<file path="src/rtl/keypad_entry_ctrl.sv">
// keypad_entry_ctrl
// Front end between the 12-key push-switch bank and the calculator core.
// Synchronises and debounces a one-hot key vector, accumulates decimal
// digits into a binary operand, issues one LCD write per accepted key over
// a req/ack handshake, and hands finished operands to the core on Enter.
//
// state       | meaning
// ------------+---------------------------------------------------------
// ST_IDLE     | waiting for a single valid key
// ST_DEBOUNCE | same key must stay stable for DEB_CYCLES cycles
// ST_EXEC     | one-cycle action for the accepted key
// ST_LCD_WR   | request held until the LCD writer acknowledges
// ST_RELEASE  | keys must read "none" for DEB_CYCLES cycles (no repeat)

module keypad_entry_ctrl #(
  parameter logic [15:0] DEB_CYCLES = 16'd50000,
  parameter int          MAX_DIGITS = 4,
  parameter int          BIN_W      = 14
) (
  input  logic             clk,
  input  logic             rst,
  input  logic [11:0]      i_sw_push,
  input  logic             lcd_ack,
  output logic             o_lcd_req,
  output logic             o_lcd_rs,
  output logic [7:0]       o_lcd_data,
  output logic [BIN_W-1:0] o_operand,
  output logic             o_operand_valid,
  output logic [3:0]       o_digit_cnt,
  output logic             o_overflow,
  output logic             o_busy
);

  localparam int         EXT_W = BIN_W + 4;
  localparam logic [3:0] MAX_D = 4'(MAX_DIGITS);
  localparam logic [7:0] CMD_CLEAR = 8'h01;
  localparam logic [7:0] CHR_SPACE = 8'h20;

  typedef enum logic [2:0] {
    ST_IDLE,
    ST_DEBOUNCE,
    ST_EXEC,
    ST_LCD_WR,
    ST_RELEASE
  } state_t;

  state_t             state_q, state_d;
  logic [11:0]        sync1_q, sync2_q;
  logic [11:0]        pat_q, pat_d;
  logic [15:0]        deb_cnt_q, deb_cnt_d;
  logic [BIN_W-1:0]   acc_q, acc_d;
  logic [3:0]         cnt_q, cnt_d;
  logic [BIN_W-1:0]   operand_q, operand_d;
  logic               operand_valid_q, operand_valid_d;
  logic               overflow_q, overflow_d;
  logic               lcd_req_q, lcd_req_d;
  logic               lcd_rs_q, lcd_rs_d;
  logic [7:0]         lcd_data_q, lcd_data_d;

  logic               key_valid;
  logic [3:0]         key_digit;
  logic [15:0]        deb_inc;
  logic [EXT_W-1:0]   acc_ext;

  // Two-flop synchroniser on the raw switch vector
  always_ff @(posedge clk) begin
    if (rst) begin
      sync1_q <= '0;
      sync2_q <= '0;
    end else begin
      sync1_q <= i_sw_push;
      sync2_q <= sync1_q;
    end
  end

  // Key qualification and decimal value of the latched digit key
  always_comb begin
    key_valid = $onehot(sync2_q);
    key_digit = 4'd0;
    for (int i = 2; i < 12; i++) begin
      if (pat_q[i]) key_digit = 4'(11 - i);
    end
    deb_inc = deb_cnt_q + 16'd1;
    acc_ext = ({4'd0, acc_q} * EXT_W'(10)) + EXT_W'(key_digit);
  end

  // Next-state and next-output computation for the sequencer
  always_comb begin
    state_d         = state_q;
    pat_d           = pat_q;
    deb_cnt_d       = deb_cnt_q;
    acc_d           = acc_q;
    cnt_d           = cnt_q;
    operand_d       = operand_q;
    operand_valid_d = 1'b0;
    overflow_d      = 1'b0;
    lcd_req_d       = lcd_req_q;
    lcd_rs_d        = lcd_rs_q;
    lcd_data_d      = lcd_data_q;

    case (state_q)
      ST_IDLE: begin
        if (key_valid) begin
          pat_d     = sync2_q;
          deb_cnt_d = '0;
          state_d   = ST_DEBOUNCE;
        end
      end

      ST_DEBOUNCE: begin
        if (!key_valid) begin
          state_d = ST_IDLE;
        end else if (sync2_q != pat_q) begin
          pat_d     = sync2_q;
          deb_cnt_d = '0;
        end else if (deb_inc >= DEB_CYCLES - 16'd1) begin
          // the IDLE cycle that latched the key counts as the first stable one
          state_d = ST_EXEC;
        end else begin
          deb_cnt_d = deb_inc;
        end
      end

      ST_EXEC: begin
        deb_cnt_d = '0;
        state_d   = ST_RELEASE;
        if (pat_q[0]) begin
          if (cnt_q != 4'd0) begin
            operand_d       = acc_q;
            operand_valid_d = 1'b1;
            acc_d           = '0;
            cnt_d           = 4'd0;
            lcd_rs_d        = 1'b0;
            lcd_data_d      = CMD_CLEAR;
            lcd_req_d       = 1'b1;
            state_d         = ST_LCD_WR;
          end
        end else if (pat_q[1]) begin
          acc_d      = '0;
          cnt_d      = 4'd0;
          lcd_rs_d   = 1'b0;
          lcd_data_d = CMD_CLEAR;
          lcd_req_d  = 1'b1;
          state_d    = ST_LCD_WR;
        end else if (cnt_q < MAX_D) begin
          acc_d      = acc_ext[BIN_W-1:0];
          cnt_d      = cnt_q + 4'd1;
          lcd_rs_d   = 1'b1;
          lcd_data_d = 8'h30 + {4'h0, key_digit};
          lcd_req_d  = 1'b1;
          state_d    = ST_LCD_WR;
        end else begin
          overflow_d = 1'b1;
        end
      end

      ST_LCD_WR: begin
        if (lcd_ack) begin
          lcd_req_d = 1'b0;
          deb_cnt_d = '0;
          state_d   = ST_RELEASE;
        end
      end

      ST_RELEASE: begin
        if (key_valid) begin
          deb_cnt_d = '0;
        end else if (deb_cnt_q >= DEB_CYCLES - 16'd1) begin
          state_d = ST_IDLE;
        end else begin
          deb_cnt_d = deb_inc;
        end
      end

      default: begin
        state_d   = ST_IDLE;
        lcd_req_d = 1'b0;
      end
    endcase
  end

  // Sequencer state and registered outputs; reset overrides everything
  always_ff @(posedge clk) begin
    if (rst) begin
      state_q         <= ST_IDLE;
      pat_q           <= '0;
      deb_cnt_q       <= '0;
      acc_q           <= '0;
      cnt_q           <= 4'd0;
      operand_q       <= '0;
      operand_valid_q <= 1'b0;
      overflow_q      <= 1'b0;
      lcd_req_q       <= 1'b0;
      lcd_rs_q        <= 1'b0;
      lcd_data_q      <= CHR_SPACE;
    end else begin
      state_q         <= state_d;
      pat_q           <= pat_d;
      deb_cnt_q       <= deb_cnt_d;
      acc_q           <= acc_d;
      cnt_q           <= cnt_d;
      operand_q       <= operand_d;
      operand_valid_q <= operand_valid_d;
      overflow_q      <= overflow_d;
      lcd_req_q       <= lcd_req_d;
      lcd_rs_q        <= lcd_rs_d;
      lcd_data_q      <= lcd_data_d;
    end
  end

  // Output mapping
  always_comb begin
    o_lcd_req       = lcd_req_q;
    o_lcd_rs        = lcd_rs_q;
    o_lcd_data      = lcd_data_q;
    o_operand       = operand_q;
    o_operand_valid = operand_valid_q;
    o_digit_cnt     = cnt_q;
    o_overflow      = overflow_q;
    o_busy          = (state_q != ST_IDLE);
  end

endmodule

</file>
<file path="config.mk">
export PLATFORM = sky130hd
export DESIGN_NAME = keypad_entry_ctrl
export DESIGN_NICKNAME = d
export VERILOG_FILES = /design/src/rtl/keypad_entry_ctrl.sv
export SDC_FILE = /design/constraint.sdc
export NUM_CORES = 1
export LEC_CHECK = 0
export BUFFER_PORTS_ARGS = -buffer_cell sky130_fd_sc_hd__buf_4
export CAP_MARGIN = 20
export CORE_MARGIN = 2
export CORE_UTILIZATION = 50
export CTS_CLUSTER_SIZE = 14
export DETAILED_ROUTE_END_ITERATION = 8
export HOLD_SLACK_MARGIN = 0.12
export PLACE_DENSITY = 0.69
export RECOVER_POWER = 50
export SYNTH_ARGS = -nofsm -noshare
export SYNTH_HDL_FRONTEND = slang
export SYNTH_SLANG_ARGS = --single-unit
</file>
<file path="constraint.sdc">
create_clock -name clk -period 5.4 [get_ports clk]
set_input_delay 1.08 -clock clk [delete_from_list [all_inputs] [get_ports clk]]
set_output_delay 1.08 -clock clk [all_outputs]
set_load 0.1 [all_outputs]
</file>
**After elaboration in Yosys (flattened, before gate mapping)**

Index checks and enable logic that the tools add are counted.

- Register bits: 99
- Bits of input ports: 15
- Output and inout port bits: 31
- Word-level logic and storage cells: 126

- Add/subtract/negate cells: 15
- Multiply operators: 1
- Magnitude comparators: 3
- Eq/ne operators: 19
- Multiplexer cells: 57
- Bitwise logic cells: 3
- Reductions and logical operators: 15

Operators by type and width:

| cell | count |
|---|---|
| $mux 16 | 7 |
| $pmux 16 s5 | 1 |
| $mux 14 | 4 |
| $mux 4 | 14 |
| $mux 12 | 3 |
| $mux 3 | 11 |
| $ge 16x16->1 const B | 2 |
| $mux 8 | 4 |
| $pmux 12 s2 | 1 |
| $add 16x1->16 const B | 1 |
| $ne 3x3->1 const B | 5 |
| $pmux 3 s5 | 1 |
| $add 14x4->14 | 1 |
| $mul 14x3->13 const B | 1 |
| $add 1x1->2 | 6 |
| $ne 12x12->1 | 1 |
| $ne 2x2->1 const B | 6 |
| $reduce_and 6->1 | 2 |
| $mux 1 | 10 |
| $add 2x2->3 | 3 |
| $reduce_and 4->1 | 2 |
| $add 6x4->7 const A | 1 |
| $eq 3x2->1 const B | 2 |
| $reduce_and 3->1 | 2 |
| other kinds (18) | 22 |

**Logic depth before layout (Yosys ltp)**

Gate-level depths: netlist of the first run.

- Depth in word-level cells: 14
- Gate-level depth with buffers: 17
- Mapped depth without buffers: 16

**Worst setup path after synthesis of the first run**

OpenSTA, ideal clock, no wires.

- Kind: flip-flop to flip-flop
- From: register sync2_q[0]
- To: register deb_cnt_q[1]
- Library setup time: 0.070 ns
- Arrival: 4.451 ns
- Required time: 5.330 ns
- Slack: 0.879 ns
- Cell stages (with the launch flop): 17
- Buffers on the path: 0
- Clock period less this slack: 4.521 ns
- Path through: dfxtp_1 > fa_1 > fa_1 > inv_1 > fa_1 > fa_1 > inv_1 > ha_1 > inv_1 > fa_1 > a211oi_1 > mux2i_1 > nor2_1 > o311ai_4 > and2_1 > or4_1 > a21oi_1

- Longest elaborated chain between the ends: 7
- Elaborated cells between the ends (all ways): 15
- Those cells by class: 4 x add/sub; 6 x eq/ne; 4 x mux; 1 x reduce/logical

RTL lines:

| element | RTL line | RTL |
|---|---|---|
| start, declared | 48 | `logic [11:0] sync1_q, sync2_q;` |
| start signal, assigned | 72 | `sync2_q <= sync1_q;` |
| $add 1x1->2 (not written as such) | 78 | `key_valid = $onehot(sync2_q);` |
| $add 2x2->3 (not written as such) | 78 |  |
| $add 3x3->4 (not written as such) | 78 |  |
| $add 4x3->4 (not written as such) | 78 |  |
| $eq 4x1->1 | 78 |  |
| $ne 3x3->1 (no source line), or another cell as far along | n/a |  |
| $reduce_and 6->1 (no source line) or $pmux 16 s5 (tied branches) | n/a |  |
| end signal, assigned | 199 | `deb_cnt_q <= deb_cnt_d;` |
| end, declared | 50 | `logic [15:0] deb_cnt_q, deb_cnt_d;` |

Several ways; a longest one is shown, not always the timed one. The select of a mux whose other input is x is not followed.
A chain may end at the register's enable or synchronous reset.

**Worst setup path in the final report of the first run**

- From: register sync2_q[1]
- To: register deb_cnt_q[1]

Same word-level chain as after synthesis.

==> impl_metrics.csv, run 1 <==
group,metric,value,unit
clock_tree,htree_levels,3,
die,num_rows,37,
routing,drtIter0Drc,202,
placement,place_congestion,0.9301,
clock_tree,cts.path.max_buffers,2,
yosys,yosys_register_bits,96,
yosys,synth_area_leader_cell,"dfxtp_1",
power,combPwrFrac,18.2,%
finish,fillCellCount,962,
yosys,synth_cell_types,65,
critical_path,start_kind,"flop",
yosys,synth_area_per_cell,8.810,sq um
grt,grt_antenna_before_repair,0,
yosys,synthesis.instances,601,
sta,hold_viol,0,
power,p_switching,0.0004806,W
yosys,synthTopCellsByCount,"96 x dfxtp_1, 75 x nor2_1, 32 x inv_1, 30 x a21oi_1, 30 x ha_1",
routing,vias,4387,
critical_path,critical_path.most_common_cell,"fa_1",
finish,nets,680,
sta,timing.slew.headroom,20.71,%
critical_path,worstReg2RegStart,"sync2_q[1]$_SDFF_PP0_",
yosys,synth_simple_gate_area_share,21.24,%
clock_tree,cts_tree,"yes",
critical_path,cp_top_family,"adder cells",
die,core,10320,sq um
power,p_per_area,266.0,nW/um^2
power,ir_worst_vdd,0.2120,mV
routing,drc,0,
critical_path,path_depth,16,
placement,dp_hpwl,8.529,mm
yosys,post_synth_fa_ha_maj_area_fraction,10.49,%
die,die_w,106.9,um
sta,layout_worst_path_cycle_share,92.08,%
clock_tree,cts.clk_slew.worst_paths,0.11,ns
critical_path,critPathKind,"flop to flop",
finish,syn_to_final_growth,9.121,%
critical_path,r2r_cells,16,
critical_path,crit_required,5.71,ns
finish,multi_input_area,3114,sq um
yosys,async_flop_share,0,%
sta,drv_slew,0,
sta,rsz0062_at_grt,"no",
clock_tree,cts_root_buf,"clkbuf_8",
sta,setup_tns,0,ns
yosys,ys_seq_area_share,36.29,%
clock_tree,insertion_delay,0.38,ns
finish,drive_above_1_share,6.656,%
critical_path,critPathCaptureType,"flop",
yosys,synth_xor_area_share,4.962,%
placement,numPortBuffers,43,
clock_tree,cts_sinks,96,
yosys,ys.flop_type,"dfxtp_1",
critical_path,r2r_end,"deb_cnt_q[1]$_SDFFE_PP0P_",
critical_path,r2r_setup_slack,0.43,ns
power,switching_share,31.27,%
clock_tree,cts_resized,0,
grt,grt_pass1_wl,19.61,mm
die,start_util,51.29,%
sta,min_period,4.972,ns
yosys,synthMuxAreaShare,5.317,%
sta,clock_skew,0.01439,ns
routing,wl,11.69,mm
routing,drt_first_pass_iters,5,
critical_path,cp-startpoint,"sync2_q[1]$_SDFF_PP0_",
critical_path,slowest_stage,"fa_1",
yosys,yosys_warnings,0,
die,die_height,106.9,um
yosys,syn_area,5295,sq um
clock_tree,cts_hold_buffers,0,
critical_path,cp-endpoint,"deb_cnt_q[1]$_SDFFE_PP0P_",
critical_path,cpPeakStageDelay,0.52,ns
yosys,synth-compound-area-share,16.66,%
power,pwr-share-clk,33.2,%
finish,register_area,1922,sq um
routing,routedWlPerCell,15.24,um
placement,dpl_cell_area,5657,sq um
power,p_leak,2.366,nW
run_status,status,"completed",
finish,design_area,5778,sq um
yosys,synth_top_area_share,36.29,%
flow_run,drv_cap,0,
power,p_int,0.001056,W
grt,grt_pass1_vias,4087,
min_path,hp-class,"flop to flop",
sta,max_freq,201.1,MHz
grt,grt_max_degree,99,
die,dieArea,11430,sq um
power,seqPwrFrac,48.6,%
yosys,synth.most_common_cell,"dfxtp_1",
die,ios,46,
clock_tree,cts_setup_buffers,0,
finish,antenna_cells,0,
yosys,synth_enable_flop_cells,0,
routing,ant_nets,0,
critical_path,crit_fanout,12,
clock_tree,cts_made_buffers,9,
yosys,synth_area_leaders,"dfxtp_1 36%, ha_1 7.1%, nor2_1 5.3%",
critical_path,critPathBufInv,3,
sta,worst-slew-pin-transition,1.194,ns
routing,avgViaCountPerCell,5.720,
grt,grt_usage,21.38,%
critical_path,arrival,5.28,ns
critical_path,crit_path_cell_trace,"fa_1, fa_1, inv_1, fa_1, fa_1, inv_1, ha_1, inv_1, fa_1, a211oi_1, mux2i_1, nor2_1, o311ai_4, and2_1, or4_1, a21oi_1",
grt,overflow,0,
yosys,synth_top_family_by_area,"simple AND/OR/NAND/NOR gates",
sta,setup_viol,0,
-- worst min path at each step --
stage,startpoint,endpoint,slack [ns],cells after the start
after global routing,sync1_q[2]$_SDFF_PP0_,sync2_q[2]$_SDFF_PP0_,0.45,1
after floorplan,sync1_q[0]$_SDFF_PP0_,sync2_q[0]$_SDFF_PP0_,0.41,1
after global placement,sync1_q[10]$_SDFF_PP0_,sync2_q[10]$_SDFF_PP0_,0.42,1
final,sync1_q[2]$_SDFF_PP0_,sync2_q[2]$_SDFF_PP0_,0.43,1
after CTS,sync1_q[2]$_SDFF_PP0_,sync2_q[2]$_SDFF_PP0_,0.44,1
after detailed placement,sync1_q[7]$_SDFF_PP0_,sync2_q[7]$_SDFF_PP0_,0.42,1
-- cells by family after synthesis --
group,count (synthesis)
DFF,96
xor gates and xnor gates,30
and+or+nand+nor,220
adders and majority gates,39
other,1
AOI/OAI and AO/OA,123
muxes,28
buffers and inverters,64
-- metrics by stage --
step	total power [W]	hold slack [ns]	utilization [%]	worst slack, ns	std cells
2_1_floorplan	0.0009878	0.4138	-	0.8790	602
3_3_place_gp	0.001036	0.4177	54.79	0.5694	750
3_5_place_dp	0.001042	0.4226	54.79	0.4029	750
4_1_cts	0.001553	0.4389	56.91	0.3952	766
5_1_grt	0.001616	0.4468	55.97	0.09616	767
6_report	0.001537	0.4303	55.97	0.4278	767
-- sequential cells by signal (all words and copies together) (netlist names), 3 cells and up --
name and flops:
state_q 3, acc_q 14, o_operand 14, o_digit_cnt 4
o_lcd_data 6, sync2_q 12, deb_cnt_q 16, pat_q 12
sync1_q 12
-- placed cells by master (no fill, tap or decap), types with 3 or more instances in the layout --
master,n
nor2b_1,29
or2_2,3
ha_1,30
nor2_1,75
a22oi_1,14
a211oi_1,5
and2_1,7
a21oi_1,30
xnor2_1,26
o31ai_1,12
nand3_1,20
o41ai_1,6
or4_1,7
a31oi_1,4
clkbuf_8,9
o21ai_0,13
xor2_1,4
nor4b_1,3
o21a_1,3
a311o_1,3
inv_1,32
clkbuf_1,28
dfxtp_1,96
o211ai_1,5
or3_1,8
nand4_1,7
nor3_1,17
buf_4,17
mux2i_1,27
nand2_1,24
fa_1,9
and3_1,6
nor4_1,4
-- power by group through the flow --
stage | Clock (W) | Combinational [W] | Sequential (W)
after floorplan | 0 | 0.000231 | 0.000757
after global placement | 0 | 0.000273 | 0.000763
after detailed placement | 0 | 0.000278 | 0.000764
after CTS | 0.000526 | 0.000280 | 0.000747
after global routing | 0.000557 | 0.000308 | 0.000752
final | 0.000510 | 0.000280 | 0.000748
-- cell type report --
cell class              instances  area share [%]
well taps                     136           2.945
clock buffers                   9           2.144
multi-input cells             442           53.90
repair buffers                 45           4.028
flip-flops and latches         96           33.26
clock inverters                 7           1.646
inverters                      32           2.079
-- per-layer routing --
metal,routed length [um],global-route usage (%),share of wire [%],vias to the layer above
met4,261,8.813,2.2,0
li1,-,-,-,2207
met5,0,0,0,-
met1,5537,29.05,47,2061
met3,532,3.404,4.6,25
met2,5359,33.89,46,94
No activity file was read; power rests on OpenSTA's default activity.
==> run 2, diff against run 1 <==
- CTS_CLUSTER_DIAMETER: unset -> 60
- PLACE_DENSITY: 0.69 -> 0.68
==> run 2 against run 1 <==
Compared with the run above:
- first-iteration DRC count is 2.0% higher
- critical path type unchanged
- cell count stayed put
- sequential power hardly changed
- the flow now finishes with violations (max-capacitance violations, max-slew violations)
- global-route usage is 0.24 points higher
- combinational power hardly changed
==> impl_metrics.csv, run 2 (same netlist as run 1, synthesis figures left out) <==
group,metric,value,unit
finish,design_area,5756,sq um
die,num_rows,37,
finish,fillCellCount,950,
placement,numPortBuffers,43,
finish,nets,681,
power,power,0.001516,W
finish,syn_to_final_growth,8.696,%
finish,antenna_cells,0,
die,ios,46,
clock_tree,cts.clk_slew.worst_paths,0.11,ns
clock_tree,cts_hold_buffers,0,
clock_tree,cts_setup_buffers,0,
clock_tree,cts_root_buf,"clkbuf_8",
routing,routedWlPerCell,15.50,um
run_status,violations,"max-capacitance violations, max-slew violations",
clock_tree,cts_made_buffers,9,
placement,dp_hpwl,8.551,mm
power,p_int,0.001047,W
grt,grt_antenna_before_repair,0,
sta,setup_viol,0,
die,die_height,106.9,um
critical_path,crit_required,5.68,ns
routing,vias,4394,
min_path,hp-class,"flop to flop",
sta,max_freq,198.6,MHz
power,ir_worst_vdd,0.1579,mV
finish,register_area,1922,sq um
min_path,hold_start,"sync1_q[3]$_SDFF_PP0_",
grt,overflow,0,
critical_path,worstReg2RegStart,"sync2_q[0]$_SDFF_PP0_",
finish,final_util,55.75,%
routing,ant_nets,0,
clock_tree,insertion_delay,0.37,ns
critical_path,crit_fanout,12,
sta,clock_skew,0.02306,ns
placement,place_congestion,0.8730,
routing,wl,11.89,mm
critical_path,cp-startpoint,"sync2_q[0]$_SDFF_PP0_",
grt,grt_usage,21.62,%
power,switching_share,30.93,%
placement,dp.cells,751,
grt,grt_pass1_wl,19.97,mm
finish,final_cells,767,
power,p_leak,2.350,nW
grt,grt_max_degree,56,
finish,drive_above_1_share,6.339,%
routing,drtIter0Drc,206,
sta,min_period,5.035,ns
power,combPwrFrac,18.5,%
sta,setup_tns,0,ns
run_status,status,"finished, violations left",
routing,drc,0,
clock_tree,cts_tree,"yes",
clock_tree,cts_sinks,96,
flow_run,drv_cap,2,
power,seqPwrFrac,49.4,%
placement,dpl_cell_area,5664,sq um
finish,layout_commonest_cell,"dfxtp_1",
clock_tree,cts_resized,0,
grt,grt_pass1_vias,4158,
finish,top_register,"deb_cnt_q",
sta,drv_slew,101,
die,dieArea,11430,sq um
routing,avgViaCountPerCell,5.729,
power,pwr-share-clk,32.2,%
finish,largest_register_ffs,16,
clock_tree,cts.path.max_buffers,2,
sta,layout_worst_path_cycle_share,93.24,%
critical_path,arrival,5.32,ns
sta,worst-slew-pin-transition,2.234,ns
die,start_util,51.29,%
routing,drt_first_pass_iters,5,
die,die_w,106.9,um
clock_tree,htree_levels,3,
power,p_switching,0.0004688,W
sta,timing.slew.headroom,-48.96,%
sta,hold_viol,0,
sta,rsz0062_at_grt,"no",
critical_path,critPathCaptureType,"flop",
die,core,10320,sq um
finish,mostFrequentLayoutCells,"96 x dfxtp_1, 75 x nor2_1, 32 x inv_1",
critical_path,critPathKind,"flop to flop",
finish,multi_input_area,3114,sq um
critical_path,start_kind,"flop",
power,p_per_area,263.4,nW/um^2
==> run 2: cell types whose count changed in the layout (fill, tap and decap cells not counted) <==
cell,delta
clkinvlp_4,+1
clkinv_4,-2
inv_6,+3
clkbuf_1,+2
inv_8,-2
clkinv_8,-1
buf_4,-1
==> run 2: per-stage QoR <==
stage / hold slack [ns] / setup WS [ns]
after floorplan: 0.4138 / 0.8790
after global placement: 0.4202 / 0.5691
after detailed placement: 0.4242 / 0.4273
after CTS: 0.4469 / 0.4015
after global routing: 0.4571 / 0.04474
final: 0.4440 / 0.3652
==> run 2: worst max-delay path: stages, from the launching register on <==
cell	delay, ns
dfxtp_1	0.37
fa_1	0.51
fa_1	0.52
inv_1	0.05
fa_1	0.51
fa_1	0.42
inv_1	0.07
ha_1	0.16
inv_1	0.06
fa_1	0.37
a211oi_1	0.22
mux2i_1	0.16
nor2_1	0.42
o311ai_4	0.17
and2_1	0.32
or4_1	0.50
a21oi_1	0.15
==> run 2: final cells by class <==
cell class	instances	area share, %
repair buffers	46	4.043
clock buffers	9	2.152
multi-input cells	442	54.11
inverters	32	2.087
clock inverters	6	1.261
well taps	136	2.957
flip-flops and latches	96	33.39
==> run 2: per-layer routing <==
layer	share of wire [%]	wire [um]	track usage, %	vias up
li1	-	-	-	2189
met1	47	5607	29.20	2069
met2	47	5601	35.35	124
met3	4.4	523	2.675	12
met4	1.3	157	8.256	0
met5	0	0	0	-
==> run 2: path summary, 6_finish.rpt <==
kind	end	slack (ns)	cells after the start
setup / recovery	deb_cnt_q[1]$_SDFFE_PP0P_	0.37	16
hold / removal	sync2_q[3]$_SDFF_PP0_	0.44	1
setup reg to reg	deb_cnt_q[1]$_SDFFE_PP0P_	0.37	16
hold reg to reg	sync2_q[3]$_SDFF_PP0_	0.44	1
==> run 2: power by group through the flow <==
| stage | Combinational (W) | Clock [W] | Sequential [W] |
|---|---|---|---|
| CTS | 0.000281 | 0.000501 | 0.000748 |
| detailed placement | 0.000278 | 0 | 0.000764 |
| floorplan | 0.000231 | 0 | 0.000757 |
| finish | 0.000280 | 0.000488 | 0.000748 |
| global route | 0.000309 | 0.000526 | 0.000752 |
| global placement | 0.000273 | 0 | 0.000764 |
